File: config.mk
export PLATFORM = sky130hd
export DESIGN_NAME = multicycle_control
export DESIGN_NICKNAME = d
export VERILOG_FILES = /design/src/rtl/multicycle_control_pkg.sv /design/src/rtl/multicycle_control_ctrl_opdecode.sv /design/src/rtl/multicycle_control.sv
export SDC_FILE = /design/constraint.sdc
export NUM_CORES = 1
export LEC_CHECK = 0
export BUFFER_PORTS_ARGS = -buffer_cell sky130_fd_sc_hd__buf_2
export CAP_MARGIN = 20
export CELL_PAD_IN_SITES_DETAIL_PLACEMENT = 0
export CELL_PAD_IN_SITES_GLOBAL_PLACEMENT = 1
export CORE_ASPECT_RATIO = 0.6
export CORE_UTILIZATION = 40
export CTS_BUF_LIST = sky130_fd_sc_hd__clkbuf_4 sky130_fd_sc_hd__clkbuf_8
export CTS_CLUSTER_DIAMETER = 80
export DETAILED_ROUTE_END_ITERATION = 8
export PLACE_DENSITY_LB_ADDON = 0.3
export SYNTH_ARGS = -nofsm -noshare
export SYNTH_HDL_FRONTEND = slang
export SYNTH_SLANG_ARGS = --single-unit
File: constraint.sdc
create_clock -name clk_i -period 3.45 [get_ports clk_i]
set_input_delay 0.345 -clock clk_i [delete_from_list [all_inputs] [get_ports clk_i]]
set_output_delay 0.345 -clock clk_i [all_outputs]
set_load 0.05 [all_outputs]
File: src/rtl/multicycle_control_pkg.sv
// Shared constants for the multi-cycle sequencer: opcodes, ALUOp codes,
// state encoding and the decoded opcode class.
package multicycle_control_pkg;

  localparam logic [5:0] OP_RTYPE = 6'b000000;
  localparam logic [5:0] OP_ORI   = 6'b001101;
  localparam logic [5:0] OP_LW    = 6'b100011;
  localparam logic [5:0] OP_SW    = 6'b101011;
  localparam logic [5:0] OP_BEQ   = 6'b000100;
  localparam logic [5:0] OP_J     = 6'b000010;
  localparam logic [5:0] OP_ADDI  = 6'b001000;
  localparam logic [5:0] OP_MUL   = 6'b011000;

  localparam logic [1:0] ALUOP_ADD   = 2'b00;
  localparam logic [1:0] ALUOP_BEQ   = 2'b01;
  localparam logic [1:0] ALUOP_ORI   = 2'b10;
  localparam logic [1:0] ALUOP_RTYPE = 2'b11;

  localparam logic [2:0] S_IDLE     = 3'd0;
  localparam logic [2:0] S_FETCH    = 3'd1;
  localparam logic [2:0] S_DECODE   = 3'd2;
  localparam logic [2:0] S_EXEC     = 3'd3;
  localparam logic [2:0] S_MUL_WAIT = 3'd4;
  localparam logic [2:0] S_MEM      = 3'd5;
  localparam logic [2:0] S_WB       = 3'd6;

  typedef struct packed {
    logic rtype;
    logic ori;
    logic lw;
    logic sw;
    logic beq;
    logic jump;
    logic addi;
    logic mul;
    logic illegal;
  } op_class_t;

  // True for any opcode the sequencer knows how to execute.
  function automatic logic op_is_legal(input logic [5:0] op);
    case (op)
      OP_RTYPE, OP_ORI, OP_LW, OP_SW,
      OP_BEQ, OP_J, OP_ADDI, OP_MUL: op_is_legal = 1'b1;
      default:                       op_is_legal = 1'b0;
    endcase
  endfunction

endpackage

File: src/rtl/multicycle_control_ctrl_opdecode.sv
// Opcode to one-hot instruction class; anything unrecognised is illegal.
module ctrl_opdecode
  import multicycle_control_pkg::*;
(
  input  logic [5:0] op,
  output op_class_t  cls
);

  // One-hot class decode of the latched opcode.
  always_comb begin
    cls = '0;
    case (op)
      OP_RTYPE: cls.rtype   = 1'b1;
      OP_ORI:   cls.ori     = 1'b1;
      OP_LW:    cls.lw      = 1'b1;
      OP_SW:    cls.sw      = 1'b1;
      OP_BEQ:   cls.beq     = 1'b1;
      OP_J:     cls.jump    = 1'b1;
      OP_ADDI:  cls.addi    = 1'b1;
      OP_MUL:   cls.mul     = 1'b1;
      default:  cls.illegal = 1'b1;
    endcase
  end

endmodule

File: src/rtl/multicycle_control.sv
// Multi-cycle MIPS-subset sequencer: Moore FSM stepping each instruction
// through FETCH/DECODE/EXEC/MEM/WB, stalling on memory ack and multiplier.
module multicycle_control
  import multicycle_control_pkg::*;
#(
  parameter int unsigned MUL_CYCLES = 4,
  parameter int unsigned CNT_W      = 4
) (
  input  logic       clk_i,
  input  logic       rst_i,
  input  logic       start_i,
  input  logic [5:0] Op_i,
  input  logic       mem_ack_i,
  output logic       PCWrite_o,
  output logic       PCWriteCond_o,
  output logic       Jump_o,
  output logic       IRWrite_o,
  output logic       MemRead_o,
  output logic       MemWrite_o,
  output logic       MemToReg_o,
  output logic       RegWrite_o,
  output logic       RegDst_o,
  output logic       ALUSrc_o,
  output logic [1:0] ALUOp_o,
  output logic       MulStart_o,
  output logic       busy_o
);

  localparam logic [CNT_W-1:0] CNT_INIT = CNT_W'(MUL_CYCLES);
  localparam logic [CNT_W-1:0] CNT_ONE  = CNT_W'(1);

  logic [2:0]       state;
  logic [2:0]       state_nxt;
  logic [5:0]       op_q;
  logic [CNT_W-1:0] cnt;
  logic [2:0]       fetch_or_idle;
  op_class_t        cls;

  ctrl_opdecode u_opdecode (
    .op  (op_q),
    .cls (cls)
  );

  // Every transition that would enter FETCH checks start_i, so the
  // running instruction always finishes before the FSM parks in IDLE.
  assign fetch_or_idle = start_i ? S_FETCH : S_IDLE;

  // Next-state selection.
  always_comb begin
    state_nxt = state;
    case (state)
      S_IDLE: begin
        if (start_i) state_nxt = S_FETCH;
      end
      S_FETCH: begin
        state_nxt = S_DECODE;
      end
      S_DECODE: begin
        // Jump and illegal opcodes finish here; legality must come from
        // Op_i because op_q is only captured at the end of this cycle.
        if (Op_i == OP_J || !op_is_legal(Op_i)) state_nxt = fetch_or_idle;
        else                                    state_nxt = S_EXEC;
      end
      S_EXEC: begin
        if (cls.lw || cls.sw)                        state_nxt = S_MEM;
        else if (cls.mul)                            state_nxt = S_MUL_WAIT;
        else if (cls.rtype || cls.ori || cls.addi)   state_nxt = S_WB;
        else if (cls.beq || cls.jump || cls.illegal) state_nxt = fetch_or_idle;
        else                                         state_nxt = fetch_or_idle;
      end
      S_MUL_WAIT: begin
        // A counter already at zero can only come from a corrupted state;
        // leaving on it avoids a permanent stall.
        if (cnt <= CNT_ONE) state_nxt = S_WB;
      end
      S_MEM: begin
        if (mem_ack_i) state_nxt = cls.lw ? S_WB : fetch_or_idle;
      end
      S_WB: begin
        state_nxt = fetch_or_idle;
      end
      default: begin
        state_nxt = S_IDLE;
      end
    endcase
  end

  // State, latched opcode and multiplier wait counter.
  always_ff @(posedge clk_i or negedge rst_i) begin
    if (!rst_i) begin
      state <= S_IDLE;
      op_q  <= '0;
      cnt   <= '0;
    end else begin
      state <= state_nxt;
      if (state == S_DECODE) op_q <= Op_i;
      if (state == S_EXEC && cls.mul)               cnt <= CNT_INIT;
      else if (state == S_MUL_WAIT && cnt != '0)    cnt <= cnt - CNT_ONE;
    end
  end

  // Moore output decode; only DECODE looks at Op_i, for the jump strobes.
  always_comb begin
    PCWrite_o     = 1'b0;
    PCWriteCond_o = 1'b0;
    Jump_o        = 1'b0;
    IRWrite_o     = 1'b0;
    MemRead_o     = 1'b0;
    MemWrite_o    = 1'b0;
    MemToReg_o    = 1'b0;
    RegWrite_o    = 1'b0;
    RegDst_o      = 1'b0;
    ALUSrc_o      = 1'b0;
    ALUOp_o       = ALUOP_ADD;
    MulStart_o    = 1'b0;
    busy_o        = (state != S_IDLE);
    case (state)
      S_FETCH: begin
        IRWrite_o = 1'b1;
        PCWrite_o = 1'b1;
        ALUOp_o   = ALUOP_ADD;
        ALUSrc_o  = 1'b0;
      end
      S_DECODE: begin
        if (Op_i == OP_J) begin
          PCWrite_o = 1'b1;
          Jump_o    = 1'b1;
        end
      end
      S_EXEC: begin
        RegDst_o      = cls.rtype | cls.mul;
        ALUSrc_o      = cls.ori | cls.lw | cls.sw | cls.addi;
        PCWriteCond_o = cls.beq;
        MulStart_o    = cls.mul;
        if (cls.rtype)    ALUOp_o = ALUOP_RTYPE;
        else if (cls.ori) ALUOp_o = ALUOP_ORI;
        else if (cls.beq) ALUOp_o = ALUOP_BEQ;
        else              ALUOp_o = ALUOP_ADD;
      end
      S_MEM: begin
        MemRead_o  = cls.lw;
        MemWrite_o = cls.sw;
      end
      S_WB: begin
        RegWrite_o = 1'b1;
        RegDst_o   = cls.rtype | cls.mul;
        MemToReg_o = cls.lw;
      end
      default: begin
      end
    endcase
  end

endmodule

==> summary.md <==
### Run status
* **status** completed

### Critical path
* **type of origin of the critical path** register
* **slowest stage delay, CP** 0.56 ns
* **chain of cells forming the critical path** nor3b_4 -> nand4b_1 -> nor3_1 -> or2_1 -> buf_2
* **start-to-end type of the worst setup path** register to primary output
* **data arrival time at the worst-slack endpoint** 2.02 ns
* **r2r endpoint** state[0]$_DFFE_PN0P_
* **worst-case register-to-register setup slack** 1.71 ns
* **number of cells on the worst reg-to-reg path** 5
* **highest fanout seen on the critical path** 14
* **required arrival time at the worst endpoint** 3.11 ns
* **worst r2r src** state[0]$_DFFE_PN0P_
* **kind of end point of the critical path** primary output
* **slowest CP cell** sky130_fd_sc_hd__dfrtp_1

### Final layout
* **Storage cell area** 325 sq um
* **utilization after layout** 52.8%
* **most frequent cells in the layout** sky130_fd_sc_hd__buf_2, sky130_fd_sc_hd__dfrtp_1, sky130_fd_sc_hd__nand2_1
* **area of combinational cells with multiple inputs** 672 sq um
* **number of diodes added for antenna fixing** 0
* **most common cell after layout, fill and taps aside** sky130_fd_sc_hd__buf_2
* **ratio of cells with drive above 1 in the final layout** 29.3%
* **area growth from synthesis to final layout** 16.6%
* **post-route insts no fill** 170
* **number of fillers in the final layout** 217
* **Nets** 153

### Detailed routing
* **total routed wirelength** 2530 um
* **DRC** 0
* **detailed-route wire length on metal 1** 1310 um
* **top sig layer** met4
* **DRC violation total after the first TritonRoute iteration** 68
* **number of vias in the routed layout** 952
* **count of nets left with antenna violations after detail routing** 0
* **1st-pass router iterations** 4
* **Met2 Routed Length** 987 um
* **met3 wire len** 215 um
* **DR vias/cell** 5.60
* **WL per Instance** 14.9 um

### Power and ir drop
* **Leak Pwr** 0.000520 uW
* **Power Density** 851 nW/um^2
* **part of the total power dissipated in the clock network** 13.2%
* **worst ir drop on vdd** 718 uV
* **Reg power frac** 36.5%
* **switching share of power** 50.1%
* **internal power summed over all cells** 522 uW
* **Combinational Power Share** 50.3%
* **switching power summed over all nets** 523 uW

### Global route
* **global-route wire length before repair** 4120 um
* **grt total ovfl** 0
* **pin count of the biggest net entering global routing** 15
* **via count of the first global-routing pass** 843
* **Tot GR Track Use** 19.5%
* **initial antenna violation count** 0

### Hold path
* **launch instance of the worst min-delay path** Op_i[4]
* **WHS Path Cells** 3
* **Worst Hold End** op_q[4]$_DFFE_PN0N_
* **worst min-delay path category** input port to register

### Clocking
* **CTS clock-pin slew for the worst setup and hold paths** 0.05 ns
* **clock insertion delay at the later pin of the skew report** 0.23 ns
* **number of buffers added to fix hold violations after cts** 1
* **clock buffers created by TritonCTS** 3
* **H-tree depth** 1
* **Gates resized, CTS repair** 0
* **number of setup buffers added after CTS** 0
* **worst-case clock buffer depth** 2
* **root buf cell** sky130_fd_sc_hd__clkbuf_8
* **clock sinks** 13
* **TritonCTS clock tree** yes

### Yosys
* **number of instances in the synthesized netlist** 117
* **net count after synthesis** 129
* **average instance area after synthesis** 8.99 sq um
* **number of warning messages in the yosys log** 0
* **total standard cell area after synthesis** 1050 sq um
* **#FFs+latches synth** 13
* **Most used DFF post-synth** sky130_fd_sc_hd__dfrtp_1
* **Synth async-reset ratio** 100%
* **portion of the post-synthesis area used by sequential elements** 30.9%
* **count of unique library cells instantiated by Yosys** 42
* **number of enable flip-flop cells after synthesis** 0

### STA
* **final critical-path required period** 2.37 ns
* **fraction of the cycle the final worst path needs** 68.6%
* **worst-case clock skew** 0.00242 ns
* **number of pins exceeding their max-slew limit in the final report** 0
* **count of final hold-check violations** 0
* **final worst slack** 1.08 ns
* **unrepaired setup endpoints after global routing** false
* **worst hold slack** 0.371 ns
* **Max-slew headroom** 65.1%
* **Final Setup Violations** 0
* **achievable frequency** 0.422 GHz
* **aggregate negative setup slack** 0 ns
* **transition time at the pin with the least slew margin** 0.524 ns

### Placed design
* **Routability Congestion** 0.832
* **Setup Slack @ Placement** 1.35 ns
* **DP Wirelength** 1940 um
* **# port buffers** 23
* **Inst Count DP** 165

### Die
* **placeable core region** 2330 sq um
* **effective utilization at floorplan** 45.2%
* **floorplan die area** 2850 sq um
* **die span in x** 68.2 um
* **# rows** 13
* **Die Y** 41.7 um
* **top-level port count** 24

### Job
* **Max-Cap Viols** 0

==> routing by layer <==
metal  global-route usage, %  vias up
met2                    25.9       34
met3                    3.30        2
met5                       0        -
li1                        -      471
met4                    5.00        0
met1                    31.4      445
==> kinds of logic (layout without fill, tap and decap cells) <==
logic type,Yosys count,in the layout,synth area share (%)
xor gates and xnor gates,5,5,4.16
muxes,6,6,6.42
adders and majority gates,2,2,2.38
AOI/OAI and AO/OA,19,19,16.4
buffers and inverters,10,33,5.23
DFF,13,13,30.9
and+or+nand+nor,62,62,34.5
==> metrics by stage <==
step,cell area (sq um),total power [uW]
finish,1230,1040
floorplan,1050,810
CTS,1230,1050
detailed placement,1170,902
global route,1230,1130
global placement,1170,892
==> critical path: cells and delay by family, from the launching register on <==
family        cells  cell delay (ns)
simple gates      4             0.97
flops             1             0.56
buf+inv           1             0.25
==> power by group through the flow <==
stage / clock network (uW) / logic (uW) / registers [uW]
global placement: 0 / 518 / 374
finish: 138 / 525 / 382
global route: 155 / 571 / 405
CTS: 142 / 526 / 378
detailed placement: 0 / 522 / 379
floorplan: 0 / 521 / 289
==> flip-flops by register name, summed over array words and instances (netlist names) <==
signal  flops
op_q        6
state       3
cnt         4
==> Yosys cell counts (3+ instances only) <==
library cell	n	area (sq um)
sky130_fd_sc_hd__nor2b_1	3	18.8
sky130_fd_sc_hd__o21ai_0	3	15.0
sky130_fd_sc_hd__xor2_1	4	35.0
sky130_fd_sc_hd__nor3_1	4	20.0
sky130_fd_sc_hd__dfrtp_1	13	325
sky130_fd_sc_hd__a21oi_1	5	25.0
sky130_fd_sc_hd__mux2_2	6	67.6
sky130_fd_sc_hd__and2_1	3	18.8
sky130_fd_sc_hd__inv_1	5	18.8
sky130_fd_sc_hd__nor2_1	11	41.3
sky130_fd_sc_hd__nand2_1	12	45.0
sky130_fd_sc_hd__nand3_1	6	30.0
==> how the worst max path moves through the flow <==
| stage | from | to |
|---|---|---|
| finish | state[0]$_DFFE_PN0P_ | PCWrite_o |
| global route | state[1]$_DFFE_PN0P_ | PCWrite_o |
| detailed placement | state[1]$_DFFE_PN0P_ | PCWrite_o |
| floorplan | state[0]$_DFFE_PN0P_ | MemToReg_o |
| CTS | state[1]$_DFFE_PN0P_ | PCWrite_o |
| global placement | state[1]$_DFFE_PN0P_ | PCWrite_o |
==> cell type report <==
type / count / share of cell area, %
multi-input cells: 94 / 54.7
flip-flops and latches: 13 / 26.5
repair buffers: 24 / 10.2
clock buffers: 4 / 3.98
well taps: 30 / 3.06
inverters: 5 / 1.53
Power figures use the tool's default switching activity.
